[src/rtl/distributor_stim.sv]
// Scripted slice transmitter: replays a fixed golden table of beats, one lane-tagged beat at a time.
// Optional build macro STIM_ERR_INJECT_EN flips data_out bit 0 on beat 3 to exercise checker failures.
module distributor_stim #(
  parameter int NUM_BEATS  = 6,
  parameter int GAP_CYCLES = 0,
  parameter int LANES      = 6
) (
  input  logic             clk,
  input  logic             rst_n,
  input  logic             start,
  input  logic [LANES-1:0] lane_ready,
  output logic [143:0]     data_out,
  output logic [15:0]      token_pos,
  output logic [16:0]      address,
  output logic [2:0]       garbage,
  output logic             start_lit,
  output logic [LANES-1:0] valid,
  output logic [3:0]       beat_cnt,
  output logic             busy,
  output logic             done,
  output logic [2:0]       state_dbg
);
  // Handshake: a beat transfers on a rising edge where |(valid & lane_ready); until then valid and
  // every payload field hold steady. Ready bits of non-targeted lanes never cause a transfer.

  typedef enum logic [2:0] {S_IDLE, S_LOAD, S_SEND, S_GAP, S_DONE} state_t;

  typedef struct packed {
    logic [143:0] data;
    logic [15:0]  tok;
    logic [16:0]  addr;
    logic [2:0]   garb;
    logic         lit;
  } beat_t;

  localparam int          LW        = (LANES > 1) ? $clog2(LANES) : 1;
  localparam logic [LW-1:0] LANE_LAST = LW'(LANES - 1);
  localparam logic [3:0]  LAST_IDX  = 4'(NUM_BEATS - 1);
  localparam logic [7:0]  GAP_LAST  = 8'(GAP_CYCLES - 1);

  function automatic beat_t golden(input logic [3:0] i);
    beat_t b;
    case (i)
      4'd0: b = {144'h040d0a090200203a01007c414c4943000000, 16'h9520, 17'h00000, 3'd3, 1'b0};
      4'd1: b = {144'h494345275320414456454e54555245532049, 16'h0000, 17'h0001a, 3'd0, 1'b1};
      4'd2: b = {144'h20494e20574f4e4445524c414e4401363e34, 16'h0002, 17'h0002a, 3'd0, 1'b1};
      4'd3: b = {144'h3e34001944304c6577697320436172726f6c, 16'h9400, 17'h0003c, 3'd0, 1'b0};
      4'd4: b = {144'h6f6c6c01613a5f0088544845204d494c4c45, 16'h1480, 17'h00060, 3'd0, 1'b1};
      4'd5: b = {144'h4c454e4e49554d2046554c4352554d204544, 16'h0000, 17'h0007d, 3'd0, 1'b1};
      default: b = '0;
    endcase
`ifdef STIM_ERR_INJECT_EN
    if (i == 4'd3) b.data[0] = ~b.data[0];
`else
`endif
    return b;
  endfunction

  state_t        state_q, state_d;
  logic [3:0]    idx_q, idx_d;
  logic [LW-1:0] lane_q, lane_d;
  logic [3:0]    beat_q, beat_d;
  logic [7:0]    gap_q, gap_d;
  beat_t         payload_q, payload_d;
  logic [LANES-1:0] valid_w;
  logic          accept;

  always_comb begin
    for (int k = 0; k < LANES; k++) valid_w[k] = (state_q == S_SEND) && (lane_q == LW'(k));
  end

  assign accept = |(valid_w & lane_ready);

  always_comb begin
    state_d   = state_q;
    idx_d     = idx_q;
    lane_d    = lane_q;
    beat_d    = beat_q;
    gap_d     = gap_q;
    payload_d = payload_q;
    case (state_q)
      S_IDLE, S_DONE: begin
        if (start) begin
          state_d = S_LOAD;
          idx_d   = '0;
          lane_d  = '0;
          beat_d  = '0;
        end
      end
      S_LOAD: begin
        payload_d = golden(idx_q);
        state_d   = S_SEND;
      end
      S_SEND: begin
        if (accept) begin
          beat_d = beat_q + 4'd1;
          if (idx_q == LAST_IDX) begin
            state_d = S_DONE;
          end else begin
            idx_d  = idx_q + 4'd1;
            lane_d = (lane_q == LANE_LAST) ? '0 : lane_q + 1'b1;
            if (GAP_CYCLES == 0) begin
              payload_d = golden(idx_q + 4'd1);
            end else if (GAP_CYCLES == 1) begin
              state_d = S_LOAD;
            end else begin
              state_d = S_GAP;
              gap_d   = 8'd1;
            end
          end
        end
      end
      S_GAP: begin
        // LOAD is itself the final idle cycle of the gap
        if (gap_q == GAP_LAST) state_d = S_LOAD;
        else gap_d = gap_q + 8'd1;
      end
      default: state_d = S_IDLE;
    endcase
  end

  always_ff @(posedge clk) begin
    if (!rst_n) begin
      state_q   <= S_IDLE;
      idx_q     <= '0;
      lane_q    <= '0;
      beat_q    <= '0;
      gap_q     <= '0;
      payload_q <= '0;
    end else begin
      state_q   <= state_d;
      idx_q     <= idx_d;
      lane_q    <= lane_d;
      beat_q    <= beat_d;
      gap_q     <= gap_d;
      payload_q <= payload_d;
    end
  end

  // Payload is masked whenever no beat is offered so downstream never sees stale data
  assign valid     = valid_w;
  assign data_out  = (state_q == S_SEND) ? payload_q.data : '0;
  assign token_pos = (state_q == S_SEND) ? payload_q.tok  : '0;
  assign address   = (state_q == S_SEND) ? payload_q.addr : '0;
  assign garbage   = (state_q == S_SEND) ? payload_q.garb : '0;
  assign start_lit = (state_q == S_SEND) ? payload_q.lit  : 1'b0;
  assign beat_cnt  = beat_q;
  assign busy      = (state_q == S_LOAD) || (state_q == S_SEND) || (state_q == S_GAP);
  assign done      = (state_q == S_DONE);
  assign state_dbg = state_q;
endmodule

[config.mk]
export PLATFORM = sky130hd
export DESIGN_NAME = distributor_stim
export DESIGN_NICKNAME = d
export VERILOG_FILES = /design/src/rtl/distributor_stim.sv
export SDC_FILE = /design/constraint.sdc
export NUM_CORES = 1
export LEC_CHECK = 0
export BUFFER_PORTS_ARGS = -buffer_cell sky130_fd_sc_hd__buf_2
export CORE_MARGIN = 2
export CORE_UTILIZATION = 46
export CTS_BUF_LIST = sky130_fd_sc_hd__clkbuf_4 sky130_fd_sc_hd__clkbuf_8
export DETAILED_ROUTE_END_ITERATION = 10
export GPL_TIMING_DRIVEN = 1
export PLACE_DENSITY = 0.8
export SYNTH_ARGS = -nofsm -noshare
export SYNTH_HDL_FRONTEND = slang
export SYNTH_SLANG_ARGS = --single-unit
[constraint.sdc]
create_clock -name clk -period 1.85 [get_ports clk]
set_clock_uncertainty 0.05 [all_clocks]
set_input_delay 0.0925 -clock clk [delete_from_list [all_inputs] [get_ports clk]]
set_output_delay 0.0925 -clock clk [all_outputs]
set_load 0.01 [all_outputs]
## Yosys cells after proc, flatten, opt, wreduce, memory -nomap -nowiden

Cells that the tools add are included.

- Output and inout port bits: 196
- Latch bits: 0
- Input port bits: 9
- Bits in writable memories: 0
- Logic and storage cells: 88
- Register bits: 203
- ROM bits: 0
- Memories: 0

- Order comparisons: 0
- Muxes and demuxes: 26
- $mul: 0
- Divide/modulo/power cells: 0
- Add/subtract/negate cells: 4
- Reductions and logical operators: 21
- Equality and inequality tests: 25
- Shift-type cells: 0
- Bitwise logic cells: 2

Operators by type and width:

| cell | number |
|---|---|
| $pmux 180 s6 | 2 |
| $mux 181 | 2 |
| $pmux 181 s2 | 1 |
| $mux 144 | 1 |
| $mux 3 | 9 |
| $mux 17 | 1 |
| $eq 4x2->1 const B | 4 |
| $eq 4x3->1 const B | 4 |
| $mux 16 | 1 |
| $mux 4 | 4 |
| $pmux 4 s2 | 2 |
| $eq 3x2->1 const B | 4 |
| $pmux 3 s4 | 1 |
| $eq 3x3->1 const B | 3 |
| $add 4x1->4 const B | 2 |
| $add 8x1->8 const B | 1 |
| $eq 4x1->1 const B | 2 |
| $eq 8x8->1 const B | 1 |
| $logic_not 4->1 | 2 |
| $ne 2x2->1 const B | 4 |
| $reduce_and 4->1 | 2 |
| $and 6x6->6 | 1 |
| $eq 3x1->1 const B | 2 |
| $logic_and 1x1->1 | 6 |
| other kinds (12) | 16 |

## Logic depth before layout (Yosys ltp)

Gate-level depths: netlist (run 1).

- Depth after elaboration: 6
- Gate-level depth with buffers: 10
- Mapped depth without buffers: 7

## Least setup slack after synthesis (run 1)

Ideal clock, no wire load.

- Path kind: register -> output
- Start: register state_q[1], in the netlist state_dbg[1]
- End: output port data_out[116]
- Data required time: 1.707 ns
- Arrival: 1.982 ns
- Setup slack: -0.275 ns
- Stages on the path, launching flop included: 8
- Path buffers: 5
- Cells stage by stage: dfxtp_1 -> buf_2 -> nor3b_4 -> buf_6 -> buf_4 -> clkbuf_1 -> and2_1 -> buf_4

- Cells in the longest elaborated chain, start to end: 2

Ends and longest elaborated chain:

| item | RTL line | source |
|---|---|---|
| start: declaration | 59 | `state_t state_q, state_d;` |
| start signal: assignment | 131 | `state_q <= state_d;` |
| $eq 3x2->1 | 142 | `assign data_out = (state_q == S_SEND) ? payload_q.data : '0;` |
| $mux 144 | 142 |  |
| end: declaration | 12 | `output logic [143:0] data_out,` |

Every way passes these cells.

## Worst setup path in the final report (run 1)

- Start: register idx_q[1]
- End: register payload_q[168] in the netlist's numbering

- Cells in the longest elaborated chain, start to end: 6
- Elaborated cells between the ends (all ways): 20
- Classes of those cells: add/sub: 1; eq/ne: 11; mux: 5; reduce/logical: 3

Ends and longest elaborated chain:

| item | RTL line | source |
|---|---|---|
| start: declaration | 60 | `logic [3:0] idx_q, idx_d;` |
| start signal: assignment | 132 | `idx_q <= idx_d;` |
| $add 4x1->4 | 103 | `payload_d = golden(idx_q + 4'd1);` |
| $eq 4x3->1, or another cell as far along | 43 | `case (i)` |
| $pmux 180 s6 | 43 |  |
| $mux 181 | 97 | `if (idx_q == LAST_IDX) begin` |
| $mux 181 | 95 | `if (accept) begin` |
| $pmux 181 s2 | 81 | `case (state_q)` |
| end signal: assignment | 136 | `payload_q <= payload_d;` |
| end: declaration | 64 | `beat_t payload_q, payload_d;` |

Several ways; a longest one is shown, not always the timed one. The select of a mux whose other input is x is not followed.
A chain may end at the register's enable or synchronous reset.

==> results.txt, run 1 <==
- The commonest cells after synthesis are buf_4 (137), dfxtp_1 (68), and2_1 (50).
- Global placement routability congestion: between 0.9 and 1
- For this run, the top clock speed supported by timing is 0.514 GHz.
- Total wirelength of the detailed-routed design: ~15,000 µm
* HP Start: start
* Leakage component of the power: about 3.3 nW
- Number of buffers inserted during clock tree synthesis: 9
* Synth top area cells: dfxtp_1 (27%), buf_4 (21%), and2_1 (6.3%)
* CP Max Fanout: 8
- After synthesis the netlist holds a flip-flop and latch count of 68.
- Average detailed-routed wire length per instance: around 16 µm
- On the worst path, the slowest cell contributes a delay of ~370 ps.
- Required time at the endpoint of the critical path: just over 2000 ps
- Vias per cell: approximately 5.2
- Synthesis produced a netlist whose cell count is between 600 and 700.
- Final worst setup slack: -97.0 ps
- Maximum number of pins on one net before global-route repair: 36
* Area of the die: approximately 12,000 µm²
- CTS tree: built
- The worst setup path is captured at a flop.
* Final #Nets: a little over 800
- Row generation in the floorplan step produced 38 rows.
- Power comes to 3.94 mW.
- Startpoint type of the worst setup path: flop
- Vias in the first global route: about 4,500
- The cell sitting at the root of the clock tree is a clkbuf_8.
- The largest individual stage delay along the critical path comes from the cell dfxtp_4.
* Clock latency at the later pin of the worst-skew pair: approximately 350 ps
- The clock net in this run drives a total of between 60 and 70 sinks.
- Of the cells placed in the final design, the portion with a size suffix greater than 1 is 0.525.
- Clock-pin slew was measured on the worst setup and hold paths at approximately 80 ps.
* PortBufs: 164
* Remaining DRCs: 0
- Outcome: finished with violations
- Overall Global Routing Usage: 0.236
- Synthesis-to-layout area growth: 39.3%
* Beginning of the worst register-to-register path: idx_q[1]
- The total count of max-transition violations in the final report is 0.
* Chip Height: ~110 µm
- Power density of the placed cells: ~560 nW/µm²
* Type of the worst setup path: reg -> reg
* H-tree depth reported by CTS: 3
* Global-route wire length before repair: 21,800 µm
- Primary flip-flop cell chosen by synthesis mapping: dfxtp_1
* Initial antenna violation count: 0
- Violations in the final reports: negative setup slack
- Top-count cell post-synth: buf_4
* Ys async rst share: 0
* Total of fill cells in the finished design: 853
- Number of design-rule violations left by the first detailed-router iteration: between 200 and 300
* Post-synth cell types: 71
- Of the synthesized area, sequential elements account for 0.272.
- Maximum number of buffers from clock root to sink: 2
- The worst-case IR drop observed on VDD is 0.000431 V.
- Synthesized area: between 5000 and 6000 µm²
* Count of flip-flops with a built-in enable after synthesis: 0
- Yosys printed 0 warnings.
- The critical path starts at idx_q[1].
- Share of the clock period used by the worst path after layout: 1.05
- The first TritonRoute pass finished after 5 iterations.
- At the end of the flow the core is filled with cells to 0.649.
- Worst Hold Class: in -> reg
- Detailed routing inserted a total of between 4,000 and 5,000 vias.
- Maxcap violations: 0
- dfxtp_1 takes more of the synthesized area than any other cell.
- The signal on the critical path passes through buf_6, inv_6, ha_4, and3b_2, o22ai_4, o31ai_4, buf_12, a211oi_4, buf_6, a31oi_1.
- The share of synthesized area in the top cell type comes to 0.272.
- CP arrival: between 2000 and 2500 ps
* Antenna Diode Count: 0
- Final HPWL DP: around 10000 µm
* Core footprint: ~11,000 µm²
* Time the worst path needs with I/O delays and setup: approximately 1900 ps
- The detail route stage leaves a number of antenna-violating nets equal to 0.
* Setup repair after global routing missed its margin: yes
* Die outline width: about 110 µm
- Hold Violations, Final: 0
- Aggregate global routing overflow: 0
- Cell type with the highest occurrence count on the critical path: buf_6
* Starting utilization of the core area: 0.466
- Dividing the synthesized area by the synthesized cell count gives approximately 8 µm².
- Setup violations remaining at the end of the flow were counted as between 150 and 200.
* Boundary Pins: roughly 210
- The worst register-to-register path has a setup slack of -100 ps.
state kept, by name, indices dropped and copies added, names as in the netlist:
register	count
payload_q	46
gap_q	8
beat_cnt	4
idx_q	4
lane_q	3
state_dbg	3
worst max-delay path, delay by kind of cell (launching register included):
family,cells,cell delay (ps)
buffers and inverters,4,480
AO/OA/AOI/OAI,4,540
AND/OR/NAND/NOR,1,250
adder cells (fa/ha/maj),1,150
flip-flops,1,370
area by class of cell:
cell class	count	area [µm²]	area share
clock inverter	6	63.8	0.00916
multi-input combinational	409	2920	0.419
inverter	13	53.8	0.00772
clock buffer	10	131	0.0189
timing repair buffer	285	2250	0.323
tap	140	175	0.0251
sequential	68	1380	0.197
power by group:
| part | switching, mW | internal [mW] |
|---|---|---|
| Clock | 0.596 | 0.637 |
| Combinational | 0.556 | 0.477 |
| Sequential | 0.0761 | 1.59 |
routing by layer:
| metal | vias to the layer above | track usage | share of wire |
|---|---|---|---|
| met1 | 2316 | 0.264 | 0.39 |
| li1 | 2307 | - | - |
| met4 | 0 | 0.111 | 0.039 |
| met3 | 44 | 0.0422 | 0.065 |
| met2 | 213 | 0.433 | 0.51 |
| met5 | - | 0 | 0 |
layout by cell type (no fill, tap or decap), drive strengths merged, types with 3 or more instances in the layout:
cell     count
buf        282
dfxtp       68
and2        51
o21ai       46
nor2        43
conb        40
a21oi       35
nand2       28
nor3        17
nand3       15
inv         14
a31oi       13
clkbuf      12
a211oi      11
nand2b      10
ha          10
xnor2        7
mux2i        7
o31ai        6
o22ai        6
o211ai       4
nor2b        4
or3          3
and3         3
a32o         3
o21bai       3
a32oi        3
o221a        3
o2111ai      3
a22oi        3
final timing paths:
| kind | end | depth (start not counted) |
|---|---|---|
| hold / removal | state_dbg[1] | 3 |
| setup / recovery | payload_q[168] | 10 |
| setup reg to reg | payload_q[168] | 10 |
| hold reg to reg | payload_q[110] | 2 |
cells by family after synthesis:
group | Yosys count | share of synthesized area
AOI/OAI and AO/OA | 157 | 0.219
xor gates and xnor gates | 8 | 0.0140
adders and majority gates | 10 | 0.0250
buffers and inverters | 188 | 0.257
DFF | 68 | 0.272
muxes | 8 | 0.0163
other | 1 | 0.000749
and+or+nand+nor | 185 | 0.196
timing repair:
| action | in CTS | in global routing |
|---|---|---|
| pin swaps | 26 | 15 |
| resized for setup | 111 | 73 |
| setup endpoints to repair | 190 | 201 |
| hold buffers | 0 | 0 |
| buffers inserted | 18 | 6 |
| cloned | 3 | 2 |
stage by stage:
stage          setup slack, ps  cells  setup TNS [ps]  cell area [µm²]  hold WS, ps
4_1_cts                  -53.4    923            -779             6520         53.1
6_report                 -97.0    931           -6720             6970         82.7
2_1_floorplan            -9.21    664           -36.8             5220          276
5_1_grt                   -157    931          -17080             6970         94.9
3_5_place_dp              -182    886           -4900             5700          412
3_3_place_gp              -189    886           -3470             5700          409
No activity file was read; power rests on OpenSTA's default activity.
==> run 2, diff against run 1 <==
- CORE_UTILIZATION: 46 -> 45
- CTS_BUF_LIST: sky130_fd_sc_hd__clkbuf_4 sky130_fd_sc_hd__clkbuf_8 -> not set
- CTS_CLUSTER_SIZE: not set -> 40
- PLACE_DENSITY: 0.8 -> 0.78
==> results.txt, run 2 (synthesized netlist as in run 1, its figures left out) <==
- Proportion of power drawn by flip-flops and latches: 0.381
- Clock Pin Slew Worst Setup and Hold Paths: 80 ps
- The share of total power dissipated in the clock network is 0.310.
- Port buffering added between 150 and 200 buffers.
- Worst reg-to-reg path cell count: 11
- Chip Height: roughly 110 µm
- The total count of max-transition violations in the final report was 0.
- Data on the critical path is required at its endpoint by slightly above 2000 ps.
- The worst pin sits at a relative slew slack of 0.643.
- The initial utilization of the core area, before any placement, comes to 0.462.
- The floorplan step defined a die boundary enclosing between 10,000 and 15,000 µm².
- The via count of the first global-routing pass was 4,801.
- Hold Violations, Final: 0
- Largest regs: payload_q: 46 flops, gap_q: 8 flops
* Clock latency at the later pin of the worst-skew pair: 360 ps
* Core footprint: between 10,000 and 15,000 µm²
* Maximum number of buffers from clock root to sink: 2
- The number of antenna diodes in the final layout is 0.
* Buffer cell driving the clock tree root: clkbuf_8
- Register-to-register setup slack: -210 ps
- Remaining DRCs: 0
- Power density of the placed cells: between 500 and 600 nW/µm²
- Setup repair after global routing missed its margin: yes
- Vias per cell: 5.66
- Max reg flops: 46
- Type of the worst setup path: reg -> reg
- Violations in the final reports: negative setup slack
- Setup slack on the critical path of the routed design comes to -215 ps.
* Total of fill cells in the finished design: 660
- The die is ~110 µm wide.
- Initial antenna violation count: 0
* Final-layout worst hold slack: 51.2 ps
- Before antenna repair, the detailed router went through 5 iterations.
- At the end of the flow the core is filled with cells to 0.741.
- CTS tree: built
* Final HPWL DP: 10,000 µm
* Share of the clock period used by the worst path after layout: 1.12
* Maximum number of pins on one net before global-route repair: 25
- The critical path ends at payload_q[162].
* Maxcap violations: 0
* Leakage component of the power: roughly 3.6 nW
- Top library cells by usage in the layout, fill and taps aside: buf_6 (135), buf_4 (93), buf_2 (65)
* Worst reg2reg endpoint: payload_q[162]
- Based on the critical path, the design can be clocked at up to around 0.48 GHz.
- OpenSTA, run right after detailed placement, puts the worst setup slack at -164 ps.
- Setup violations remaining at the end of the flow were counted as between 150 and 200.
- Startpoint type of the worst setup path: flop
- H-tree depth reported by CTS: 3
- Global placement routability congestion: approximately 0.97
- Average detailed-routed wire length per instance: 20.4 µm
- Global-route wire length before repair: 23,900 µm
* Switch share: 0.324
* Commonest non-fill, non-tap cell in the layout: buf_6
* Largest Register: payload_q
- CP arrival: 2260 ps
* Actual transition at the worst max-transition pin: between 500 and 600 ps
* Fraction of final layout cells with drive strength greater than 1: 0.619
* Detail Route Antenna Nets: 0
- Overall Global Routing Usage: 0.259
* Post-route total power: around 4.5 mW
- Placement row count: 38
- Final sum of negative setup slack: -12,740 ps
* Setup crit start: state_dbg[2]
- Clock tree synthesis found a total of between 60 and 70 sinks.
* Outcome: finished with violations
- STA classifies the critical path endpoint as a flop.
* Comb power frac: 0.309
- IR analysis of the VDD net gives a maximum drop of around 0.00044 V.
- Number of vias in the routed layout: ~5,400
- Synthesis-to-layout area growth: 60.5%
- Cell-internal power: about 3.0 mW
* Number of design-rule violations left by the first detailed-router iteration: 388
* CP Max Fanout: 6
- Clock tree synthesis inserted a total of 9 buffers.
* Net switching power: ~1.4 mW
- Final #Nets: between 800 and 900
* Beginning of the worst register-to-register path: state_dbg[2]
- Summed over all layers, the routed wires come to 19,500 µm.
- Worst Hold Class: in -> reg
- The worst path in the final design needs a cycle of roughly 2100 ps, including I/O delays and setup.
* Aggregate global routing overflow: 0
* Boundary Pins: 205
==> run 2: cell count changes in the layout (fill, tap and decap cells not counted), moves of 9 or more <==
cell     before  now
a21oi_2       8   19
o21ai_2       2   20
a21oi_1      26   15
buf_2       115   65
and2_1       18    9
o21ai_0      31   11
buf_6        63  135
==> run 2: per-layer routing <==
layer | GRT usage | vias up | routed length (µm)
met1 | 0.281 | 2580 | 6710
met4 | 0.147 | 0 | 1320
met5 | 0 | - | 0
met2 | 0.467 | 336 | 9870
li1 | - | 2373 | -
met3 | 0.0504 | 124 | 1620
==> run 2: stage by stage <==
step / cells / area [µm²]
final: 956 / 8030
after global routing: 956 / 8030
after CTS: 942 / 7020
after detailed placement: 890 / 5720
after global placement: 890 / 5720
after floorplan: 664 / 5220
==> run 2: layout make-up <==
type / instances / area [µm²] / area share
Multi-Input combinational cell: 408 / 3320 / 0.413
Timing Repair Buffer: 311 / 2900 / 0.361
Sequential cell: 68 / 1380 / 0.172
Tap cell: 140 / 175 / 0.0218
Clock buffer: 10 / 128 / 0.0159
Clock inverter: 6 / 88.8 / 0.0111
Inverter: 13 / 48.8 / 0.00607
==> run 2: worst min path at each step <==
| stage | slack [ps] | cells past startpoint | from | to |
|---|---|---|---|---|
| after floorplan | 280 | 2 | start | state_dbg[1] |
| after global placement | 410 | 2 | payload_q[110] | payload_q[110] |
| after detailed placement | 410 | 2 | payload_q[110] | payload_q[110] |
| after CTS | 40 | 3 | start | state_dbg[1] |
| after global routing | 120 | 3 | start | state_dbg[1] |
| final | 50 | 3 | start | state_dbg[1] |
==> run 2: what timing repair did <==
action	CTS	global route
endpoints found under the hold margin	0	0
hold buffers	0	0
setup endpoints to repair	191	199
gates resized for setup	171	207
pin swaps	34	39
buffers inserted	30	16
gates cloned	6	0
==> run 2: critical path: stages (launching register included) <==
cell and delay, ps:
dfxtp_2 330, buf_6 120, nor3b_4 260, buf_12 170
buf_8 110, buf_6 110, a31oi_4 100, buf_12 160
buf_4 140, buf_6 130, nor2_1 200, a211oi_2 80
==> run 2: power by group through the flow <==
stage / combinational [mW] / clock [mW] / sequential (mW)
detailed placement: 0.782 / 0 / 1.69
floorplan: 0.629 / 0 / 1.67
CTS: 1.13 / 1.37 / 1.67
global placement: 0.768 / 0 / 1.69
global route: 1.45 / 1.45 / 1.71
finish: 1.38 / 1.38 / 1.70
==> run 3, diff against run 2 <==
- CORE_MARGIN: 2 -> not set
==> results.txt, run 3 (synthesized netlist as in run 1, its figures left out) <==
- Largest Register: payload_q
- Required time at the endpoint of the critical path: about 2000 ps
- After routing the design area is 7580 µm².
- The library cells used most frequently in the layout, excluding fill and tap cells, are buf_2 (99), buf_6 (93), buf_4 (91).
* Max reg flops: 46
- Chip Height: around 110 µm
- Setup violations remaining at the end of the flow were counted as ~180.
- Maximum number of pins on one net before global-route repair: 27
- Register-to-register setup slack: -150 ps
- Maxcap violations: 0
- Maximum number of buffers from clock root to sink: 2
* Worst vdd ir: around 0.00046 V
- The setup path with the least slack is of type reg -> reg.
* Utilization after layout: 0.699
* Global placement routability congestion: between 0.9 and 1
- Dividing the detail-routed via count by the number of cells gives 5.47.
- For this run, design rule violations remaining after detail routing come to 0.
- After detailed routing, the total wire length is between 15,000 and 20,000 µm.
- Actual transition at the worst max-transition pin: approximately 570 ps
* TritonRoute pass-1 iters: 5
- Startpoint type of the worst setup path: flop
- Timing would allow up to around 0.5 GHz.
- Starting utilization of the core area: 0.462
- Stage delay of the slowest cell on the critical path: around 440 ps
* Violations in the final reports: negative setup slack
- Core footprint: roughly 11,000 µm²
- CP arrival: approximately 2200 ps
- Setup repair after global routing could not meet its margin everywhere.
- TritonCTS created 9 clock buffers.
* CP Max Fanout: 6
- Endpoint type of the worst setup path: flop
- The clock tree synthesis step divided the H-tree into 3 levels.
- Power density of the placed cells: roughly 540 nW/µm²
- Cells along the critical path: buf_4, or3b_4, o22ai_4, o31ai_4, buf_12, a211oi_4, buf_6, a31oi_1
- The repair_antennas step left the layout with diodes totalling 0.
- Synthesis-to-layout area growth: 51.4%
- The largest registers in the layout are payload_q: 46 flops, gap_q: 8 flops.
* Final sum of negative setup slack: -13,970 ps
- Number of clock sinks: approximately 70
- Die outline width: between 100 and 150 µm
- Final HPWL DP: just under 10,000 µm
* Final worst setup slack: -153 ps
* Number of slew-limit violations in the final report: 0
- Area of placed instances: ~5700 µm²
- Outcome: finished with violations
* Worst slack after detailed placement: -234 ps
- Proportion of power drawn by flip-flops and latches: 0.415
* Comb power frac: 0.312
- Pin placement for this block handled 205 I/O pins.
- Aggregate global routing overflow: 0
- Number of vias in the routed layout: between 5,000 and 6,000
- Placement row count: 38
* Overall Global Routing Usage: 0.232
- The share of total power dissipated in the clock network is 0.273.
- Crit path max-delay cell type: or3b_4
- The initial antenna violation count is 0.
- Switch share: 0.336
- The analysis attributes to net switching a power of between 1 and 1.5 mW.
- Average detailed-routed wire length per instance: 18.4 µm
- In this run the tool buffered the top-level ports with between 150 and 200 buffer cells.
* Clock Pin Slew Worst Setup and Hold Paths: 90 ps
* Final #Nets: ~800
- Area of the die: ~12,000 µm²
- TritonCTS built the clock tree.
- For the worst-skew pair, the clock arrives at the later sink with an insertion delay of between 300 and 400 ps.
- The design draws roughly 4.1 mW.
- Time the worst path needs with I/O delays and setup: ~2000 ps
* Hold Violations, Final: 0
- In the final layout, the share of cells above drive strength 1 is 0.578.
- Hold buffer count at cts: 0
- The internal portion of the total power is roughly 2.7 mW.
- Max_slew headroom: 0.618
* Number of design-rule violations left by the first detailed-router iteration: roughly 330
- Vias in the first global route: 4,306
- The library cell used most frequently in the layout, excluding fill and tap cells, is buf_2.
* Buffer cell driving the clock tree root: clkbuf_8
* Global-route wire length before repair: 21,000 µm
- Leakage component of the power: approximately 3.5 nW
- Worst Hold Class: in -> reg
- In the finished design, the share of the clock period the worst path needs comes to 1.08.
- Detail Route Antenna Nets: 0
==> run 3: cell count changes in the layout (fill, tap and decap cells not counted), moves of 7 or more <==
cell / previous run / this run
buf_6: 135 / 93
buf_2: 65 / 99
o21ai_0: 11 / 24
o21ai_2: 20 / 6
a21oi_2: 19 / 12
and2_1: 9 / 18
and2_4: 41 / 33
==> run 3: cell type report <==
cell class,count,area (µm²)
multi-input cells,409,3180
flip-flops and latches,68,1380
well taps,140,175
inverters,13,51.3
clock buffers,9,124
clock inverters,7,48.8
fillers,740,3260
repair buffers,302,2620
==> run 3: worst paths after layout <==
path,startpoint,to,depth (start not counted)
setup / recovery,state_dbg[1],payload_q[168],8
hold / removal,start,state_dbg[0],3
setup reg to reg,state_dbg[1],payload_q[168],8
hold reg to reg,payload_q[110],payload_q[110],2
==> run 3: timing repair <==
action,CTS,global route
buffers inserted,29,16
setup endpoints to repair,189,204
gates cloned,2,6
pin swaps,25,41
gates resized for setup,85,192
==> run 3: layer usage <==
metal | track usage | wire (µm) | vias to the layer above
met5 | 0 | 0 | -
met4 | 0.133 | 1060 | 0
met3 | 0.0393 | 1210 | 82
met2 | 0.424 | 9170 | 306
met1 | 0.251 | 5980 | 2460
li1 | - | - | 2341
==> run 3: worst max-delay path: cells and delay by family, from the launching register on <==
kind | cells | cell delay (ps)
flops | 1 | 350
compound gates | 4 | 620
simple gates | 1 | 440
buf+inv | 3 | 430
==> run 3: power by group through the flow <==
stage                     Sequential [mW]  Combinational [mW]  Clock, mW
after floorplan                      1.67               0.629          0
after global placement               1.69               0.769          0
after detailed placement             1.69               0.779          0
after CTS                            1.66               0.969       1.13
after global routing                 1.69                1.33       1.19
final                                1.68                1.26       1.11
==> run 3: stage by stage <==
| stage | hold WS (ps) | cells |
|---|---|---|
| global route | 109 | 948 |
| global placement | 407 | 884 |
| floorplan | 276 | 664 |
| CTS | 28.2 | 929 |
| detailed placement | 417 | 884 |
| finish | 107 | 948 |
